[config.mk]
export PLATFORM = sky130hd
export DESIGN_NAME = i2s_transmitter
export DESIGN_NICKNAME = d
export VERILOG_FILES = /design/src/rtl/i2s_pkg.sv /design/src/rtl/bck_divider.sv /design/src/rtl/i2s_transmitter.sv
export SDC_FILE = /design/constraint.sdc
export NUM_CORES = 1
export LEC_CHECK = 0
export CAP_MARGIN = 20
export CORE_MARGIN = 2
export CORE_UTILIZATION = 55
export DETAILED_ROUTE_END_ITERATION = 6
export PLACE_DENSITY = 0.76
export SETUP_SLACK_MARGIN = 0.2
export SYNTH_ARGS = -nofsm -noshare
export SYNTH_HDL_FRONTEND = slang
export SYNTH_HIERARCHICAL = 1
export SYNTH_SLANG_ARGS = --single-unit
export TNS_END_PERCENT = 5
[constraint.sdc]
create_clock -name i_clk -period 5 [get_ports i_clk]
set_clock_uncertainty 0.05 [all_clocks]
set_input_delay 0.75 -clock i_clk [delete_from_list [all_inputs] [get_ports i_clk]]
set_output_delay 0.75 -clock i_clk [all_outputs]
set_load 0.02 [all_outputs]
[src/rtl/i2s_pkg.sv]
// Shared constants and the sample-pair type for the I2S transmitter.
package i2s_pkg;
  localparam int WORD_BITS   = 16;
  localparam int FRAME_SLOTS = 32;
  localparam int SLOT_W      = $clog2(FRAME_SLOTS);

  localparam logic [SLOT_W-1:0] LOAD_SLOT  = SLOT_W'(1);
  localparam logic [SLOT_W-1:0] RIGHT_SLOT = SLOT_W'(16);

  typedef struct packed {
    logic [WORD_BITS-1:0] l;
    logic [WORD_BITS-1:0] r;
  } sample_t;
endpackage

[src/rtl/bck_divider.sv]
// BCK generator: toggles o_bck every BCK_HALF cycles and flags the 1->0 edge.
module bck_divider #(
  parameter int BCK_HALF = 4
) (
  input  logic i_clk,
  input  logic i_rst,
  output logic o_bck,
  output logic o_fall_evt
);
  localparam int DW = (BCK_HALF > 1) ? $clog2(BCK_HALF) : 1;
  localparam logic [DW-1:0] DIV_MAX = DW'(BCK_HALF - 1);

  logic [DW-1:0] div;
  logic          wrap;

  assign wrap = (div == DIV_MAX);
  // High on the i_clk edge at which o_bck is registered from 1 to 0.
  assign o_fall_evt = wrap & o_bck;

  always_ff @(posedge i_clk or posedge i_rst) begin
    if (i_rst) begin
      div   <= '0;
      o_bck <= 1'b0;
    end else if (wrap) begin
      div   <= '0;
      o_bck <= ~o_bck;
    end else begin
      div <= div + 1'b1;
    end
  end
endmodule

[src/rtl/i2s_transmitter.sv]
// Philips I2S serialiser with a one-entry pending buffer, repeat-on-underrun
// and overwrite-on-overrun.
module i2s_transmitter
  import i2s_pkg::*;
#(
  parameter int BCK_HALF = 4
) (
  input  logic                 i_clk,
  input  logic                 i_rst,
  input  logic                 i_valid,
  input  logic [WORD_BITS-1:0] i_data_l,
  input  logic [WORD_BITS-1:0] i_data_r,
  output logic                 o_bck,
  output logic                 o_lrck,
  output logic                 o_sdata,
  output logic                 o_underrun,
  output logic                 o_overrun
);
  logic                  fall_evt;
  logic [SLOT_W-1:0]     slot, slot_nxt;
  logic                  load;
  logic                  pend_vld;
  sample_t               pend, last, in_pair, load_pair;
  logic [2*WORD_BITS-1:0] shreg, shreg_nxt;

  bck_divider #(.BCK_HALF(BCK_HALF)) u_div (
    .i_clk      (i_clk),
    .i_rst      (i_rst),
    .o_bck      (o_bck),
    .o_fall_evt (fall_evt)
  );

  assign in_pair  = {i_data_l, i_data_r};
  assign slot_nxt = slot + 1'b1;
  assign load     = fall_evt && (slot_nxt == LOAD_SLOT);

  // A same-cycle strobe bypasses the buffer; otherwise fall back to pending,
  // then to the last pair so an idle producer repeats its sample.
  always_comb begin
    load_pair = last;
    if (i_valid)       load_pair = in_pair;
    else if (pend_vld) load_pair = pend;
  end

  always_comb begin
    shreg_nxt = {shreg[2*WORD_BITS-2:0], 1'b0};
    if (load) shreg_nxt = load_pair;
  end

  always_ff @(posedge i_clk or posedge i_rst) begin
    if (i_rst) begin
      slot    <= '0;
      shreg   <= '0;
      o_lrck  <= 1'b0;
      o_sdata <= 1'b0;
    end else if (fall_evt) begin
      slot    <= slot_nxt;
      shreg   <= shreg_nxt;
      o_lrck  <= (slot_nxt >= RIGHT_SLOT);
      o_sdata <= shreg_nxt[2*WORD_BITS-1];
    end
  end

  always_ff @(posedge i_clk or posedge i_rst) begin
    if (i_rst) begin
      pend       <= '0;
      last       <= '0;
      pend_vld   <= 1'b0;
      o_underrun <= 1'b0;
      o_overrun  <= 1'b0;
    end else begin
      o_underrun <= 1'b0;
      o_overrun  <= 1'b0;
      if (load) begin
        last       <= load_pair;
        pend_vld   <= 1'b0;
        o_underrun <= !i_valid && !pend_vld;
      end else if (i_valid) begin
        pend      <= in_pair;
        pend_vld  <= 1'b1;
        o_overrun <= pend_vld;
      end
    end
  end
endmodule

Yosys cells after proc, flatten, opt, wreduce, memory -nomap -nowiden --
Cells that the tools add are included.
Word-level totals: logic and storage cells 36, input bits 35, register bits 108, output and inout bits 5
Operators by class: bitwise gates (word level) 3, $add $sub $neg 2, reduce and logical (&&, ||, !) cells 6, order comparisons 1, multiplexer cells 9, equality and inequality tests 2
Operators with widths (number):
- $mux 32 | 3
- $add 5x1->5 const B | 1
- $eq 5x1->1 const B | 1
- $ge 5x5->1 const B | 1
- $mux 1 | 5
- $add 2x1->2 const B | 1
- $eq 2x2->1 const B | 1
- $logic_and 1x1->1 | 2
- $logic_not 1->1 | 2
- $mux 2 | 1
- $not 1->1 | 2
- $reduce_and 2->1 | 1
- $reduce_bool 2->1 | 1
- $and 1x1->1 | 1

Logic depth before layout (Yosys ltp) --
Gate-level depths: netlist of run 1.
word-level depth 5, depth in mapped cells 8, mapped depth without buffers 5

Modules after synthesis --
The synthesis of run 1 kept the hierarchy.
By module, submodules not included:
- i2s_transmitter | area each 5063.6 µm², instances 1, seq. area each 2602.5 µm², cells each 459
- bck_divider | area each 111.4 µm², instances 1, seq. area each 75.1 µm², cells each 8

Worst setup path after synthesis of run 1 --
No wires, ideal clock.
path type reg-to-reg, start register slot[0], end register last[10] (netlist bit), required time 4.822 ns, path slack 2.857 ns, cell stages (with the launch flop) 7, arrival 1.966 ns, path buffers 1, setup time 0.128 ns, period minus slack after synthesis 2.143 ns, cell sequence dfrtp_1 ha_1 nor4_2 nand2_1 a21boi_2 buf_4 mux2_1
On the way: cells in the longest elaborated chain, start to end 3
RTL lines:
- from (decl) | line i2s_transmitter.sv:20 | logic [SLOT_W-1:0] slot, slot_nxt;
- from (signal assigned) | line i2s_transmitter.sv:57 | slot <= slot_nxt;
- $add 5x1->5 | line i2s_transmitter.sv:34 | assign slot_nxt = slot + 1'b1;
- $eq 5x1->1 | line i2s_transmitter.sv:35 | assign load = fall_evt && (slot_nxt == LOAD_SLOT);
- $logic_and 1x1->1 | line i2s_transmitter.sv:35
- to (signal assigned) | line i2s_transmitter.sv:75 | last <= load_pair;
- to (decl) | line i2s_transmitter.sv:23 | sample_t pend, last, in_pair, load_pair;
Every way passes these cells. A chain may end at the register's enable or synchronous reset.

Final worst setup path of run 1 --
start register slot[0], end register pend[30] (netlist bit)
On the way: cells in the longest elaborated chain, start to end 5
RTL lines:
- $add 5x1->5 | line i2s_transmitter.sv:34
- $eq 5x1->1 | line i2s_transmitter.sv:35
- $logic_and 1x1->1 | line i2s_transmitter.sv:35
- $not 1->1 (no source line)
- $reduce_and 2->1 (no source line)
- to (signal assigned) | line i2s_transmitter.sv:79 | pend <= in_pair;
- to (decl) | line i2s_transmitter.sv:23
Every way passes these cells.

==> results.txt, run 1 <==
The flow ran to the end, and the final reports show no timing, DRC or antenna violations. The routed layout has 3502 vias. The clock-pin slew of the registers on the worst-case setup and hold paths came out at 0.09 ns. The full die area came out at 10200 um2.

The HPWL reported at the end of detailed placement is 6130 um. In this run the critical register-to-register path is captured at pend[30]$_DFFE_PP0P_. The path with the worst hold slack has its endpoint at u_div/div[0]$_DFF_PP0_. The buffers inserted during post-CTS setup optimization came out at 0. The TritonCTS clock tree is yes. The worst setup path is of the flip-flop to flip-flop kind. The number of cell rows came out at 35. After layout, the minimum clock period comes to 2.95 ns. The max-slew violation total from the final report came out at 0. The count of clock tree sinks came out at 107. In this run the deepest clock path goes through 2 buffers. The total of fill cells in the finished design is 709. The analysis attributes to cell leakage a power of 0.00275 uW. The final layout contains 525 nets. In this run, distinct cell masters in the synthesized netlist total 31. Setup total negative slack on the finished layout was measured at 0 ns. The fmax is 0.339 GHz. The die height is 101 um. The share of the clock period used by the worst path after layout is 58.9%.

The floorplan step set the die width to 101 um. The share of cells above drive strength 1 came out at 12.0%. The overall power consumption is 1670 uW. The maximum number of pins on one net before global-route repair came out at 84. Setup repair after global routing left no endpoint under its margin. Sequential cells were found to cover 51.7% of the synthesized design area. The aggregate global routing overflow is 0. The number of cells on the worst hold path came out at 1. The delay contributed by the slowest stage of the critical path is 0.45 ns. The detailed-routed wire length on met3 came out at 343 um. The count of maximum capacitance violations came out at 0.

The post-synthesis area per instance is 11.1 um2. The post-route worst hold slack is 0.390 ns. The number of buffers added by the clock tree synthesis step came out at 9.

In this run the standard cell core region covers 9200 um2. The port buffer count is 39. The area overhead of the layout relative to synthesis came out at 12.7%. The number of cells on the worst reg-to-reg path is 7. Clock latency on the worst-skew pair, taken at its later pin, is 0.37 ns.

The quantity of gates resized following cts is 0. The synthesized area is 5170 um2. The routed length on met2 is 4980 um. The repair_antennas step left the layout with diodes totalling 0. The via count of the first global-routing pass is 3582. The cts-stage hold buffer count came out at 0. The number of top-level design ports is 40. For this run, the detailed router's first-pass iteration total came to 5. The first-pass GRT wire length is 16600 um. The worst register-to-register path begins at slot[0]$_DFFE_PP0P_. Including well taps, the total number of placed cells is 583. Headroom to the max-slew limit came out at 27.2%.

The final-report hold violation count is 0. The setup slack of the worst register-to-register path came out at 2.05 ns. For this run, the number of Yosys warnings is 6. The number of nets in the synthesized netlist is 505. For the pin with the worst max-slew slack, the measured transition is 1.09 ns. The startpoint of the worst hold path is u_div/div[0]$_DFF_PP0_. The worst vdd rail ir drop is 129 uV. The final non-filler cell total is 603. The total DRC errors in the routed layout is 0. The detail-routed via count per cell is 5.81.

The total wire length after detailed routing came out at 9940 um. The starting density of the core came out at 56.3%. The wire length the detailed router placed on met1 came out at 4450 um. The post-route worst setup slack is 2.05 ns. Dividing the detail-routed wire length by the instance count gives 16.5 um. The worst hold path belongs to the class flip-flop to flip-flop. The data required time of the critical path is 5.20 ns.

The cell at the root of the clock tree is sky130_fd_sc_hd__clkbuf_8. The register bit count reported by yosys came out at 107. The number of antenna violations at the first check in global routing is 0.

The worst endpoint data arrival time came out at 3.14 ns. The signal on the critical path passes through ha_1, nor4_2, nand2_1, buf_16, a31o_2, buf_4, mux2_1. The largest individual stage delay along the critical path comes from the cell sky130_fd_sc_hd__dfrtp_1. The worst slack at placement is 1.44 ns. In this run the worst path has a maximum fanout of 28. The highest metal layer carrying signal wires in the routed design is met4.

The overall track demand over capacity in global routing came out at 20.4%. The level count of the clock H-tree came out at 3. The detail route stage leaves a number of antenna-violating nets equal to 0. The placer's final routability congestion estimate is 0.776. The number of setup violations in the final report came out at 0. In this run the worst setup path begins at slot[0]$_DFFE_PP0P_. In this run the power density over the cells is 286 nW/um2. The first routing iteration left 266 violations. STA classifies the critical path startpoint as a flip-flop.

The cell count after synthesis came out at 467. The type of destination of the critical path is a flip-flop.
## cell families after synthesis
logic type                 Yosys count  share of synthesized area (%)
DFF                                107                           51.7
buffers and inverters               45                           4.09
adders and majority gates            3                          0.725
xor gates and xnor gates             5                          0.846
AOI/OAI and AO/OA                  103                           11.3
and+or+nand+nor                    109                           9.28
muxes                               95                           22.0
## cells in the final DEF (no fill, tap or decap), types with 5 or more instances in the layout
master                            netlist  layout
sky130_fd_sc_hd__inv_1                  6       5
sky130_fd_sc_hd__o21ai_1               29      29
sky130_fd_sc_hd__o21ai_0               37      37
sky130_fd_sc_hd__nor2_1                34      34
sky130_fd_sc_hd__clkbuf_8               0      12
sky130_fd_sc_hd__buf_4                  4       5
sky130_fd_sc_hd__dfrtp_1              107     106
sky130_fd_sc_hd__clkdlybuf4s50_1        0      38
sky130_fd_sc_hd__mux2_4                29      29
sky130_fd_sc_hd__nand2_1               35      35
sky130_fd_sc_hd__a31oi_1               31      31
sky130_fd_sc_hd__mux2i_1               32      32
sky130_fd_sc_hd__mux2_1                34      34
sky130_fd_sc_hd__nand3_1               31      31
## cell usage after synthesis
master	instances	share of area, %
sky130_fd_sc_hd__nor4_2	1	0.24
sky130_fd_sc_hd__nand4_1	2	0.24
sky130_fd_sc_hd__a31o_1	1	0.17
sky130_fd_sc_hd__mux2i_1	32	6.2
sky130_fd_sc_hd__inv_1	6	0.44
sky130_fd_sc_hd__xor2_1	2	0.34
sky130_fd_sc_hd__buf_4	4	0.58
sky130_fd_sc_hd__buf_1	2	0.15
sky130_fd_sc_hd__o21ai_0	37	3.6
sky130_fd_sc_hd__clkbuf_1	26	1.9
sky130_fd_sc_hd__nor2_1	34	2.5
sky130_fd_sc_hd__a211oi_1	1	0.15
sky130_fd_sc_hd__and2_1	3	0.36
sky130_fd_sc_hd__nand2_1	35	2.5
sky130_fd_sc_hd__a21boi_2	1	0.22
sky130_fd_sc_hd__o211ai_1	1	0.15
sky130_fd_sc_hd__o2111a_1	1	0.22
sky130_fd_sc_hd__dfrtp_1	107	52
sky130_fd_sc_hd__a31oi_1	31	3.7
sky130_fd_sc_hd__ha_1	3	0.73
sky130_fd_sc_hd__and2_2	1	0.15
sky130_fd_sc_hd__and4_1	1	0.17
sky130_fd_sc_hd__o21ai_1	29	2.8
sky130_fd_sc_hd__buf_2	4	0.39
sky130_fd_sc_hd__nand3_1	31	3.0
sky130_fd_sc_hd__nor2b_1	1	0.12
sky130_fd_sc_hd__xnor2_1	3	0.51
sky130_fd_sc_hd__o2111ai_2	1	0.29
sky130_fd_sc_hd__buf_6	3	0.65
sky130_fd_sc_hd__mux2_4	29	8.4
sky130_fd_sc_hd__mux2_1	34	7.4
## flip-flops by register name, indices dropped and copies added (netlist names)
register,count
o_overrun,1
o_sdata,1
last,32
pend_vld,1
u_div/o_bck,1
u_div/div,2
pend,32
slot,4
o_lrck,1
shreg,31
o_underrun,1
## metrics by stage
| step | util (%) | cell area (um2) |
|---|---|---|
| detailed placement | 60.4 | 5560 |
| global placement | 60.4 | 5560 |
| floorplan | - | 5170 |
| global route | 63.4 | 5830 |
| finish | 63.4 | 5830 |
| CTS | 62.4 | 5740 |
## cell type report
type | instances | area, um2 | area share (%)
repair buffers | 48 | 513 | 8.79
inverters | 6 | 25.0 | 0.429
well taps | 111 | 139 | 2.38
flip-flops and latches | 107 | 2680 | 45.9
multi-input cells | 315 | 2290 | 39.3
clock buffers | 15 | 176 | 3.02
clock inverters | 1 | 7.51 | 0.129
## critical path: cells and delay by family (launching register included)
family	cells	cell delay [ns]
adders and majority gates	1	0.31
and+or+nand+nor	2	0.63
AOI/OAI and AO/OA	1	0.44
DFF	1	0.45
buffers and inverters	2	0.58
muxes	1	0.35
## worst max path at each step
stage | cells after the start | end | slack (ns)
2_1_floorplan | 1 | last[0]$_DFFE_PP0P_ | 1.47
4_1_cts | 5 | last[24]$_DFFE_PP0P_ | 1.37
3_3_place_gp | 5 | last[12]$_DFFE_PP0P_ | 1.59
5_1_grt | 7 | pend[30]$_DFFE_PP0P_ | 1.89
6_report | 7 | pend[30]$_DFFE_PP0P_ | 2.05
3_5_place_dp | 5 | last[29]$_DFFE_PP0P_ | 1.44
## report_power, final
| part | leakage, uW | switching [uW] | internal (uW) | total, uW |
|---|---|---|---|---|
| clock network | 0.0000900 | 277 | 223 | 500 |
| logic | 0.00138 | 88.8 | 106 | 194 |
| registers | 0.00128 | 38.6 | 933 | 972 |
## per-layer routing
metal  up-vias  global-route usage (%)
li1       1685                       -
met3        17                    3.68
met5         -                       0
met1      1720                    26.4
met4         0                    8.73
met2        80                    33.7
Note: power is estimated with default switching activity, not from simulation.
==> run 2, diff against run 1 <==
==> constraint.sdc (replaced) <==
create_clock -name i_clk -period 2.8 [get_ports i_clk]
set_clock_uncertainty 0.05 [all_clocks]
set_input_delay 0.42 -clock i_clk [delete_from_list [all_inputs] [get_ports i_clk]]
set_output_delay 0.42 -clock i_clk [all_outputs]
set_load 0.02 [all_outputs]
==> results.txt, run 2 (same netlist as run 1, synthesis figures left out) <==
The detail-routed via count per cell came out at 5.89 (+1.4%). The die height came to 101 um (unchanged). The total DRC errors in the routed layout was 0 (unchanged). The count of clock tree sinks was 107 (unchanged). The total wire length after detailed routing was 10300 um (+3.8%). The buffers inserted during post-CTS setup optimization came out at 0 (unchanged). The via count of the first global-routing pass came out at 3594 (+0.34%). The max-slew violation total from the final report is 0 (unchanged). The clock-pin slew of the registers on the worst-case setup and hold paths was 0.10 ns (about the same). The critical-path maximum fanout is 25 (-11%).

The share of cells above drive strength 1 came to 13.5% (+1.5 points). The count of maximum capacitance violations came to 0 (unchanged). The minimum clock period after layout is 2.44 ns (-0.507 ns). The worst setup path is captured at a flip-flop. The level count of the clock H-tree came out at 3 (unchanged). Setup repair after global routing left no endpoint under its margin.

The core footprint is 9200 um2 (unchanged). The overall track demand over capacity in global routing came out at 21.9% (+1.5 points). The first-pass GRT wire length is 17300 um (+4.5%). The run finished with clean final reports. The cts-stage hold buffer count came out at 0 (unchanged). The number of cell rows is 35 (unchanged).

The number of search-and-repair iterations in the first detailed-routing pass was 4 (-1). The top cell types in the final layout, fill and taps aside, are sky130_fd_sc_hd__dfrtp_1, sky130_fd_sc_hd__clkdlybuf4s50_1, sky130_fd_sc_hd__o21ai_0, sky130_fd_sc_hd__nand2_1. Relative to the synthesized area, the layout overhead comes to 13.8%. The placer's final routability congestion estimate came out at 0.782 (+0.81%). The number of buffers added by the clock tree synthesis step was 9 (unchanged).

The total negative slack for setup checks came out at 0 ns (unchanged). The number of design-rule violations left by the first detailed-router iteration came out at 198 (-26%). The min-delay analysis places its worst path in the category primary input to asynchronous set/reset pin. The final-report hold violation count came out at 0 (unchanged).

The overall power consumption came to 3000 uW (+80%). The maximum buffer depth of the clock tree came to 2 (unchanged). The fraction of the core area covered by cells at the end of the flow came out at 64.0% (+0.60 points).

The aggregate global routing overflow is 0 (unchanged). The antenna diode count came out at 0 (unchanged). The setup path with the least slack is of type flip-flop to flip-flop. The starting density of the core came to 56.3% (unchanged). The root buffer cell chosen for the clock tree is sky130_fd_sc_hd__clkbuf_8. Walking the worst path, the cells encountered are ha_1, nor4_2, nand2_1, a31o_2, buf_12, mux2_1. The data required time of the critical path was 3.01 ns (-2.19 ns).

The full die area came out at 10200 um2 (unchanged). The fmax is 0.410 GHz (+21%). The floorplan die width came out at 101 um (unchanged). The post-layout net count is 532 (+1.3%).

The delay contributed by the slowest stage of the critical path came out at 0.46 ns (about the same). The final non-filler cell total was 609 (+1.0%). The placed instance count came out at 594 (+1.9%). The number of top-level design ports came out at 40 (unchanged). The average wire length per cell after detail routing came out at 16.9 um (+2.8%). The clock share of power came out at 30.5% (+0.5 points). The critical path launch point type is a flip-flop. The maximum number of pins on one net before global-route repair came to 71 (-15%). The HPWL reported at the end of detailed placement is 6620 um (+8.0%). The worst vdd rail ir drop came out at 384 uV (+200%). The number of setup violations in the final report was 0 (unchanged). The reported leakage power is 0.00278 uW (+1.1%). The slowest stage of the critical path belongs to the cell sky130_fd_sc_hd__dfrtp_1.

The sequential share of power is 57.8% (-0.5 points). The count of nets left with antenna violations after detail routing came out at 0 (unchanged). The overall via count from detail_route came out at 3585 (+2.4%). The switching share of power is 24.5% (+0.28 points). The port buffer count came to 39 (unchanged).

The power per cell area is 509 nW/um2 (+78%). The share of the clock period used by the worst path after layout is 87.1% (+28 points). The clock insertion delay at the later pin of the skew report is 0.37 ns (about the same).

The TritonCTS clock tree is yes. The design internal power came out at 2260 uW (+79%). The quantity of gates resized following cts came out at 0 (unchanged). The largest registers in the layout are last (32), pend (32), shreg (31). The portion of total power attributed to combinational logic is 11.7% (about the same). The number of antenna violations at the first check in global routing is 0 (unchanged). The most common cell after layout, fill and taps aside is sky130_fd_sc_hd__dfrtp_1. The net switching component of the power was 736 uW (+82%). The worst slew margin relative to its limit came out at 57.4% (+30 points).

The transition time at the pin with the least slew margin was 0.639 ns (-0.454 ns). The worst endpoint data arrival time came out at 2.65 ns (-0.49 ns).
run 2: cell count changes in the layout (fill, tap and decap cells not counted), sizes merged:
cell	delta
buf	+7
clkbuf	-5
clkinv	+2
clkinvlp	+2
bufinv	+1
inv	-1
run 2: worst max-delay path, delay by kind of cell, from the launching register on:
family | cells | cell delay (ns)
AND/OR/NAND/NOR | 2 | 0.52
flip-flops | 1 | 0.46
AO/OA/AOI/OAI | 1 | 0.42
multiplexers | 1 | 0.33
adder cells (fa/ha/maj) | 1 | 0.31
buffers and inverters | 1 | 0.24
run 2: worst paths after layout:
kind                                          end              startpoint  slack [ns]  depth (start not counted)
max                          pend[15]$_DFFE_PP0P_     slot[0]$_DFFE_PP0P_        0.36                          6
min                        u_div/div[0]$_DFF_PP0_                   i_rst        0.24                          2
max reg2reg                  pend[15]$_DFFE_PP0P_     slot[0]$_DFFE_PP0P_        0.36                          6
min reg2reg                u_div/div[0]$_DFF_PP0_  u_div/div[0]$_DFF_PP0_        0.40                          1
max in group asynchronous   shreg[11]$_DFFE_PP0P_                   i_rst        1.61                          3
min in group i_clk         u_div/div[0]$_DFF_PP0_  u_div/div[0]$_DFF_PP0_        0.40                          1
run 2: stage by stage:
| stage | cell area, um2 | worst slack [ns] | hold slack (ns) |
|---|---|---|---|
| 4_1_cts | 5890 | 0.380 | 0.225 |
| 5_1_grt | 5890 | 0.226 | 0.248 |
| 2_1_floorplan | 5180 | 0.657 | 0.124 |
| 6_report | 5890 | 0.361 | 0.241 |
| 3_3_place_gp | 5710 | 0.479 | 0.364 |
| 3_5_place_dp | 5710 | 0.398 | 0.382 |
run 2: power by group through the flow:
stage / combinational [uW] / clock [uW] / sequential [uW]
after detailed placement: 355 / 0 / 1760
after CTS: 356 / 937 / 1730
final: 350 / 916 / 1730
after global placement: 339 / 0 / 1760
after floorplan: 242 / 0 / 1740
after global routing: 395 / 999 / 1750
run 2: area by class of cell:
| class | count | area (um2) |
|---|---|---|
| Sequential cell | 107 | 2680 |
| Multi-Input combinational cell | 315 | 2290 |
| Inverter | 6 | 26.3 |
| Clock buffer | 10 | 128 |
| Tap cell | 111 | 139 |
| Timing Repair Buffer | 55 | 568 |
| Clock inverter | 5 | 55.1 |
| Fill cell | 721 | 3310 |
run 2: routing by layer:
metal,share of wire [%],wire [um],vias to the layer above,global-route usage [%]
li1,-,-,1717,-
met1,45,4650,1789,28.1
met2,50,5120,66,36.2
met3,3.3,345,13,4.85
met4,1.9,196,0,8.73
met5,0,0,-,0
